[config.mk]
export PLATFORM = sky130hd
export DESIGN_NAME = ps2_key_decoder
export DESIGN_NICKNAME = d
export VERILOG_FILES = /design/src/rtl/ps2_pkg.sv /design/src/rtl/ps2_frame_rx.sv /design/src/rtl/ps2_key_decoder.sv
export SDC_FILE = /design/constraint.sdc
export NUM_CORES = 1
export LEC_CHECK = 0
export BUFFER_PORTS_ARGS = -buffer_cell sky130_fd_sc_hd__buf_2
export CAP_MARGIN = 30
export CORE_MARGIN = 2
export CORE_UTILIZATION = 60
export CTS_CLUSTER_SIZE = 10
export DETAILED_ROUTE_END_ITERATION = 10
export PLACE_DENSITY = 0.84
export RECOVER_POWER = 50
export SYNTH_ARGS = -nofsm -noshare
export SYNTH_HDL_FRONTEND = slang
export SYNTH_SLANG_ARGS = --single-unit
[constraint.sdc]
create_clock -name CLK -period 4.25 [get_ports CLK]
set_clock_uncertainty 0.15 [all_clocks]
set_input_delay 1.275 -clock CLK [delete_from_list [all_inputs] [get_ports CLK]]
set_output_delay 1.275 -clock CLK [all_outputs]
set_load 0.02 [all_outputs]
[src/rtl/ps2_pkg.sv]
// Shared constants for the PS/2 keyboard decoder: scan-code prefixes,
// the default key table, decode FSM state encodings and a frame check helper.
package ps2_pkg;

    // Scan-code prefixes that steer the decode FSM
    localparam logic [7:0] CODE_EXT   = 8'hE0;
    localparam logic [7:0] CODE_BREAK = 8'hF0;

    // Default seven-key table, entry i at bits [8i+7:8i]:
    // 0=A 1=W 2=D 3=X 4=S 5=space 6=esc
    localparam logic [55:0] DEFAULT_KEY_CODES =
        {8'h76, 8'h29, 8'h1B, 8'h22, 8'h23, 8'h1D, 8'h1C};

    // Decode FSM states
    localparam logic [1:0] ST_IDLE    = 2'd0;
    localparam logic [1:0] ST_EXT     = 2'd1;
    localparam logic [1:0] ST_BRK     = 2'd2;
    localparam logic [1:0] ST_EXT_BRK = 2'd3;

    // bits[0]=start, bits[8:1]=data LSB first, bits[9]=parity; stop sampled last.
    // Good frame: start low, odd parity over data+parity, stop high.
    function automatic logic frame_ok(input logic [9:0] bits, input logic stop);
        return ~bits[0] & (^bits[9:1]) & stop;
    endfunction

endpackage

[src/rtl/ps2_frame_rx.sv]
// PS/2 frame receiver: synchronises and filters the raw pins, samples data
// on filtered clock falling edges, checks framing/parity and abandons
// frames that stall. Everything runs on the system clock.
module ps2_frame_rx
    import ps2_pkg::*;
#(
    parameter int FILT_LEN    = 20,
    parameter int TIMEOUT_CYC = 200000
) (
    input  logic       clk_i,
    input  logic       rst_n_i,
    input  logic       ps2_clk_i,
    input  logic       ps2_data_i,
    output logic [7:0] byte_o,
    output logic       byte_valid_o,
    output logic       frame_err_o
);

    localparam int FCW = $clog2(FILT_LEN + 1);
    localparam int TW  = $clog2(TIMEOUT_CYC + 1);

    // Index 0 = PS/2 clock, index 1 = PS/2 data
    logic [1:0]     sync1_q, sync2_q;
    logic [1:0]     filt_q, filt_d;
    logic [FCW-1:0] filt_cnt_q [2];
    logic [FCW-1:0] filt_cnt_d [2];
    logic           clk_prev_q;
    logic           fall;

    logic [3:0]     bit_cnt_q, bit_cnt_d;
    logic [9:0]     shift_q, shift_d;
    logic [TW-1:0]  idle_q, idle_d;
    logic [7:0]     byte_q, byte_d;
    logic           byte_valid_q, byte_valid_d;
    logic           frame_err_q, frame_err_d;

    // Two-flop synchroniser per pin; idle bus level is high
    always_ff @(posedge clk_i) begin
        if (!rst_n_i) begin
            sync1_q <= 2'b11;
            sync2_q <= 2'b11;
        end else begin
            // NOTE: state updates use <= so every flop samples pre-edge values;
            // blocking = here would collapse the synchroniser to one stage.
            sync1_q <= {ps2_data_i, ps2_clk_i};
            sync2_q <= sync1_q;
        end
    end

    // Stability filter: output follows input only after FILT_LEN differing cycles
    always_comb begin
        for (int p = 0; p < 2; p++) begin
            // NOTE: every combinational output gets a default first so no
            // path leaves it unassigned and no latch is inferred.
            filt_d[p]     = filt_q[p];
            filt_cnt_d[p] = '0;
            if (sync2_q[p] != filt_q[p]) begin
                if (filt_cnt_q[p] == FCW'(FILT_LEN - 1)) begin
                    filt_d[p] = sync2_q[p];
                end else begin
                    filt_cnt_d[p] = filt_cnt_q[p] + FCW'(1);
                end
            end
        end
    end

    // Filter state and previous filtered clock for edge detection
    always_ff @(posedge clk_i) begin
        if (!rst_n_i) begin
            filt_q        <= 2'b11;
            filt_cnt_q[0] <= '0;
            filt_cnt_q[1] <= '0;
            clk_prev_q    <= 1'b1;
        end else begin
            filt_q        <= filt_d;
            filt_cnt_q[0] <= filt_cnt_d[0];
            filt_cnt_q[1] <= filt_cnt_d[1];
            clk_prev_q    <= filt_q[0];
        end
    end

    assign fall = clk_prev_q & ~filt_q[0];

    // Bit collection, frame check on the stop bit, and mid-frame timeout
    always_comb begin
        bit_cnt_d    = bit_cnt_q;
        shift_d      = shift_q;
        idle_d       = idle_q;
        byte_d       = byte_q;
        byte_valid_d = 1'b0;
        frame_err_d  = 1'b0;
        if (fall) begin
            idle_d = '0;
            if (bit_cnt_q == 4'd10) begin
                bit_cnt_d = 4'd0;
                if (frame_ok(shift_q, filt_q[1])) begin
                    byte_valid_d = 1'b1;
                    byte_d       = shift_q[8:1];
                end else begin
                    frame_err_d = 1'b1;
                end
            end else begin
                bit_cnt_d = bit_cnt_q + 4'd1;
                shift_d   = {filt_q[1], shift_q[9:1]};
            end
        end else if (bit_cnt_q != 4'd0) begin
            if (idle_q == TW'(TIMEOUT_CYC - 1)) begin
                bit_cnt_d   = 4'd0;
                idle_d      = '0;
                frame_err_d = 1'b1;
            end else begin
                idle_d = idle_q + TW'(1);
            end
        end
    end

    // Frame state registers; a partial frame is discarded on reset
    always_ff @(posedge clk_i) begin
        if (!rst_n_i) begin
            bit_cnt_q    <= 4'd0;
            shift_q      <= '0;
            idle_q       <= '0;
            byte_q       <= '0;
            byte_valid_q <= 1'b0;
            frame_err_q  <= 1'b0;
        end else begin
            bit_cnt_q    <= bit_cnt_d;
            shift_q      <= shift_d;
            idle_q       <= idle_d;
            byte_q       <= byte_d;
            byte_valid_q <= byte_valid_d;
            frame_err_q  <= frame_err_d;
        end
    end

    assign byte_o       = byte_q;
    assign byte_valid_o = byte_valid_q;
    assign frame_err_o  = frame_err_q;

endmodule

[src/rtl/ps2_key_decoder.sv]
// PS/2 key decoder: turns received scan-code bytes into a held-key bitmap
// and a buffered make/break event stream with a valid/ready interface.
module ps2_key_decoder
    import ps2_pkg::*;
#(
    parameter int                  N_KEYS      = 7,
    parameter logic [N_KEYS*8-1:0] KEY_CODES   = DEFAULT_KEY_CODES,
    parameter logic [N_KEYS-1:0]   KEY_EXT     = '0,
    parameter int                  FILT_LEN    = 20,
    parameter int                  TIMEOUT_CYC = 200000,
    parameter int                  FIFO_DEPTH  = 4,
    localparam int                 KW          = (N_KEYS > 1) ? $clog2(N_KEYS) : 1
) (
    input  logic              CLK,
    input  logic              RST_N,
    input  logic              PS2_CLK,
    input  logic              PS2_DATA,
    output logic [N_KEYS-1:0] keys_down,
    output logic              ev_valid,
    input  logic              ev_ready,
    output logic [KW-1:0]     ev_key,
    output logic              ev_make,
    output logic              frame_err,
    output logic              overflow
);

    localparam int AW = $clog2(FIFO_DEPTH);
    localparam int PW = AW + 1;

    logic [7:0]        rx_byte;
    logic              rx_valid;
    logic              rx_err;

    logic [1:0]        state_q, state_d;
    logic [N_KEYS-1:0] keys_q, keys_d;
    logic              push_q, push_d;
    logic [KW-1:0]     push_key_q, push_key_d;
    logic              push_make_q, push_make_d;

    logic              lk_ext, lk_make, do_lookup;
    logic              hit;
    logic [KW-1:0]     hit_idx;

    logic [KW:0]       mem_q [FIFO_DEPTH];
    logic [KW:0]       head;
    logic [PW-1:0]     wr_ptr_q, wr_ptr_d, rd_ptr_q, rd_ptr_d;
    logic              empty, full, pop, push_ok;
    logic              overflow_q, overflow_d;
    logic [KW-1:0]     hold_key_q, hold_key_d;
    logic              hold_make_q, hold_make_d;

    ps2_frame_rx #(
        .FILT_LEN    (FILT_LEN),
        .TIMEOUT_CYC (TIMEOUT_CYC)
    ) u_rx (
        .clk_i        (CLK),
        .rst_n_i      (RST_N),
        .ps2_clk_i    (PS2_CLK),
        .ps2_data_i   (PS2_DATA),
        .byte_o       (rx_byte),
        .byte_valid_o (rx_valid),
        .frame_err_o  (rx_err)
    );

    assign lk_ext  = (state_q == ST_EXT) || (state_q == ST_EXT_BRK);
    assign lk_make = (state_q == ST_IDLE) || (state_q == ST_EXT);

    // Key table match: lowest index whose code and extended flag both match
    always_comb begin
        hit     = 1'b0;
        hit_idx = '0;
        for (int i = N_KEYS - 1; i >= 0; i--) begin
            if (KEY_CODES[8*i +: 8] == rx_byte && KEY_EXT[i] == lk_ext) begin
                hit     = 1'b1;
                hit_idx = KW'(i);
            end
        end
    end

    // Decode FSM: prefixes steer state, final byte updates keys and queues an event
    always_comb begin
        state_d     = state_q;
        keys_d      = keys_q;
        push_d      = 1'b0;
        push_key_d  = push_key_q;
        push_make_d = push_make_q;
        do_lookup   = 1'b0;
        if (rx_err) begin
            state_d = ST_IDLE;
        end else if (rx_valid) begin
            case (state_q)
                ST_IDLE: begin
                    if (rx_byte == CODE_EXT)        state_d = ST_EXT;
                    else if (rx_byte == CODE_BREAK) state_d = ST_BRK;
                    else                            do_lookup = 1'b1;
                end
                ST_EXT: begin
                    if (rx_byte == CODE_BREAK) state_d = ST_EXT_BRK;
                    else                       do_lookup = 1'b1;
                end
                default: do_lookup = 1'b1;
            endcase
        end
        if (do_lookup) begin
            state_d = ST_IDLE;
            // Only a change of held state is an event; typematic repeats and
            // releases of keys not held fall through silently.
            if (hit && (lk_make != keys_q[hit_idx])) begin
                keys_d[hit_idx] = lk_make;
                push_d          = 1'b1;
                push_key_d      = hit_idx;
                push_make_d     = lk_make;
            end
        end
    end

    // Decode state, key bitmap and the one-cycle event staging register
    always_ff @(posedge CLK) begin
        if (!RST_N) begin
            state_q     <= ST_IDLE;
            keys_q      <= '0;
            push_q      <= 1'b0;
            push_key_q  <= '0;
            push_make_q <= 1'b0;
        end else begin
            state_q     <= state_d;
            keys_q      <= keys_d;
            push_q      <= push_d;
            push_key_q  <= push_key_d;
            push_make_q <= push_make_d;
        end
    end

    assign empty   = (wr_ptr_q == rd_ptr_q);
    assign full    = (wr_ptr_q[AW] != rd_ptr_q[AW]) && (wr_ptr_q[AW-1:0] == rd_ptr_q[AW-1:0]);
    assign pop     = !empty && ev_ready;
    assign push_ok = push_q && (!full || pop);
    assign head    = mem_q[rd_ptr_q[AW-1:0]];

    // FIFO pointers, sticky overflow and the last-popped head for the empty case
    always_comb begin
        wr_ptr_d    = wr_ptr_q;
        rd_ptr_d    = rd_ptr_q;
        overflow_d  = overflow_q;
        hold_key_d  = hold_key_q;
        hold_make_d = hold_make_q;
        if (push_ok) wr_ptr_d = wr_ptr_q + PW'(1);
        if (pop) begin
            rd_ptr_d    = rd_ptr_q + PW'(1);
            hold_key_d  = head[KW-1:0];
            hold_make_d = head[KW];
        end
        if (push_q && full && !pop) overflow_d = 1'b1;
    end

    // FIFO control registers
    always_ff @(posedge CLK) begin
        if (!RST_N) begin
            wr_ptr_q    <= '0;
            rd_ptr_q    <= '0;
            overflow_q  <= 1'b0;
            hold_key_q  <= '0;
            hold_make_q <= 1'b0;
        end else begin
            wr_ptr_q    <= wr_ptr_d;
            rd_ptr_q    <= rd_ptr_d;
            overflow_q  <= overflow_d;
            hold_key_q  <= hold_key_d;
            hold_make_q <= hold_make_d;
        end
    end

    // FIFO storage, written on accepted push
    always_ff @(posedge CLK) begin
        // NOTE: storage is not reset; outputs only expose it while the
        // pointers say it holds a valid entry.
        if (push_ok) mem_q[wr_ptr_q[AW-1:0]] <= {push_make_q, push_key_q};
    end

    assign keys_down = keys_q;
    assign ev_valid  = !empty;
    assign ev_key    = empty ? hold_key_q  : head[KW-1:0];
    assign ev_make   = empty ? hold_make_q : head[KW];
    assign frame_err = rx_err;
    assign overflow  = overflow_q;

endmodule

==> flow_summary_export.csv <==
group,metric,value,unit
setup_path,crit_path_max_fanout,12,
clock_tree,cts_resized,0,
pwr,cellLeakagePower,0.001819,uW
timing,relSlewSlack,46.55,%
clock_tree,h-tree-depth,3,
floorplan,die_area,8229,sq um
cells_and_area,drive_gt1_share,10.04,%
clock_tree,clock-sinks,102,
place,gp_congestion,0.8623,
setup_path,crit_start,"wr_ptr_q[1]",
place,dp_cells,571,
global_route,grt_pass1_wl,13940,microns
setup_path,cp_cell_sequence,"xnor2_1 > nand3_1 > mux2_2 > buf_2",
timing,setup_ws,0.8970,ns
setup_path,end_kind,"output port",
min_path,hold_class,"reg2reg",
timing,fmax,298.2,MHz
global_route,grt_pass1_vias,3076,
place,pre_cts_slack,1.318,ns
logic_synthesis,synth_ff_type,"dfxtp_1",
logic_synthesis,synth_nets,484,
pwr,total_power,1576,uW
clock_tree,clk-insertion-delay-late,0.36,ns
logic_synthesis,syn_area,4512,sq um
setup_path,start_kind,"flip-flop",
timing,period_needed,3.353,ns
global_route,grt.overflow.total,0,
floorplan,fp.dieW,90.72,microns
floorplan,rows,31,
cells_and_area,antenna_cells,0,
job,maxCapViolations,0,
floorplan,ios,19,
drt,via_per_inst,5.606,
logic_synthesis,seq_area_frac_synth,48.81,%
drt,drcViolationCount,0,
clock_tree,postCtsSetupBuffers,0,
place,portBuffers,18,
cells_and_area,fillers,566,
global_route,antenna_found_initial,0,
pwr,power_density,325.6,nW/um^2
timing,fin_crit_sh,78.89,%
clock_tree,numCtsBuffers,9,
clock_tree,cts_tree,"done",
setup_path,worstPathRequired,2.82,ns
cells_and_area,syn_to_final_growth,7.293,%
timing,tns,0,ns
drt,dr.pass1.iters,4,
pwr,ir_drop,0.1776,mV
min_path,min-delay-start,"u_rx.sync1_q[0]",
drt,routedWlPerCell,13.82,microns
place,place_hpwl,5782,microns
drt,route.vias.total,3291,
setup_path,worstPathArrival,1.93,ns
setup_path,r2r_setup_slack,1.45,ns
cells_and_area,layout_commonest_cell,"dfxtp_1",
cells_and_area,final_cell_mix,"dfxtp_1, nor2_1, nand2_1",
clock_tree,ctsHoldBuffers,0,
drt,drtIter0Drc,177,
setup_path,r2r_start,"u_rx.bit_cnt_q[0]",
timing,finalMaxSlewViolations,0,
logic_synthesis,yosysWarnings,0,
floorplan,core,7253,sq um
timing,worst_slew_pin_slew,0.8018,ns
cells_and_area,stdcell_count,587,
clock_tree,clockRootBuffer,"clkbuf_8",
setup_path,max_stage_delay,0.43,ns
logic_synthesis,syn_area_per_cell,9.641,sq um
timing,rsz0062_at_grt,"no",
logic_synthesis,synth_edf_count,16,
run_status,outcome,"complete, no violations",
timing,setup_viol,0,
floorplan,fp.dieH,90.72,microns
setup_path,critical_path_class,"reg2out",
global_route,grt_usage,20.72,%
logic_synthesis,async_flop_share,0,%
clock_tree,clk_path_buf_depth,2,
drt,routed_wl,8114,microns
logic_synthesis,synth.distinct_cells,62,
drt,postRouteAntennaNets,0,
cells_and_area,nets,499,
timing,finalHoldViolations,0,
logic_synthesis,synth.ff_latch_count,102,
global_route,grt_max_degree,23,
logic_synthesis,postSynthCellCount,468,
setup_path,crit_slowest_cell,"dfxtp_1",
clock_tree,path_clk_slew,0.09,ns
floorplan,start_util,62.20,%
worst max-delay path: cells and delay by family (launching register included):
family,cells,cell delay [ns]
AND/OR/NAND/NOR,1,0.39
buffers and inverters,1,0.16
XOR/XNOR,1,0.17
multiplexers,1,0.42
flip-flops,1,0.43
final cells by class:
type                       instances  area [sq um]  area share, %
inverter                          15         56.30          1.163
sequential                       102          2202          45.49
timing repair buffer              21         97.59          2.016
multi-input combinational        334          2181          45.05
tap                               99         123.9          2.559
clock buffer                       9         123.9          2.559
clock inverter                     7         56.30          1.163
cells in the mapped netlist (all sizes together) (2+ instances only):
master  number  area, sq um
a211oi       2        20.02
a21oi       29        145.1
a22oi        2        15.01
a31oi        4        25.02
and2         5        31.28
and3         4        30.03
and3b        3        26.28
buf          5        27.53
clkbuf      12        45.04
dfxtp       86         1722
edfxtp      16        480.5
ha          11        137.6
inv         14        52.55
mux2         4        45.04
mux2i       15        150.1
mux4         4        90.09
nand2       46        172.7
nand2b       7        43.79
nand3       34        170.2
nand3b       4        30.03
nand4        2        12.51
nand4b       3        26.28
nor2        66        250.2
nor2b        3        18.77
nor3         4        25.02
nor3b        4        35.03
nor4         3        18.77
o211ai       2        20.02
o21ai       11        55.05
o221a        2        22.52
or3          4        25.02
or4          3        26.27
or4b         3        30.03
xnor2       15        131.4
xor2        20        175.2
final timing paths:
path                            cells after the start         endpoint
worst min register to register                      1  u_rx.sync2_q[0]
worst max-delay path                                4        ev_key[0]
worst max register to register                      7  u_rx.idle_q[12]
worst min-delay path                                1  u_rx.sync2_q[0]
where the power goes:
group,leakage (uW),internal [uW],switching [uW]
Clock,0.0000864,218,334
Sequential,0.000852,984,5.39
Combinational,0.000881,10.6,24.4
flip-flops by register name, indices dropped and copies added (netlist names), named ones only:
signal / cells
push_q: 1
u_rx.filt_q: 2
wr_ptr_q: 3
u_rx.clk_prev_q: 1
push_make_q: 1
u_rx.bit_cnt_q: 4
u_rx.frame_err_o: 1
mem_q: 16
keys_down: 7
u_rx.shift_q: 10
u_rx.sync2_q: 2
push_key_q: 3
hold_key_q: 3
u_rx.filt_cnt_q: 10
hold_make_q: 1
u_rx.byte_o: 8
u_rx.idle_q: 18
rd_ptr_q: 3
u_rx.sync1_q: 2
u_rx.byte_valid_o: 1
state_q: 2
overflow: 1
per-layer routing:
layer,up-vias,routed length (microns),GRT usage (%)
met3,15,312,4.007
met4,0,131,7.949
met2,66,3992,34.76
met1,1556,3678,26.47
li1,1654,-,-
met5,-,0,0
logic make-up (layout without fill, tap and decap cells):
logic type | Yosys count | in the layout | share of synthesized area [%]
AND/OR/NAND/NOR | 202 | 202 | 22.49
AO/OA/AOI/OAI | 62 | 62 | 9.179
multiplexers | 23 | 23 | 6.323
adder cells (fa/ha/maj) | 11 | 11 | 3.050
flip-flops | 102 | 102 | 48.81
buffers and inverters | 32 | 52 | 2.856
XOR/XNOR | 36 | 36 | 7.293
stage by stage:
stage | instance area [sq um] | utilization [%] | hold slack [ns]
global placement | 4676 | 64.46 | 0.2425
global route | 4841 | 66.74 | 0.3020
floorplan | 4512 | - | 0.2363
detailed placement | 4676 | 64.46 | 0.2465
CTS | 4856 | 66.95 | 0.2799
finish | 4841 | 66.74 | 0.2761
(Power assumes the default switching activity.)
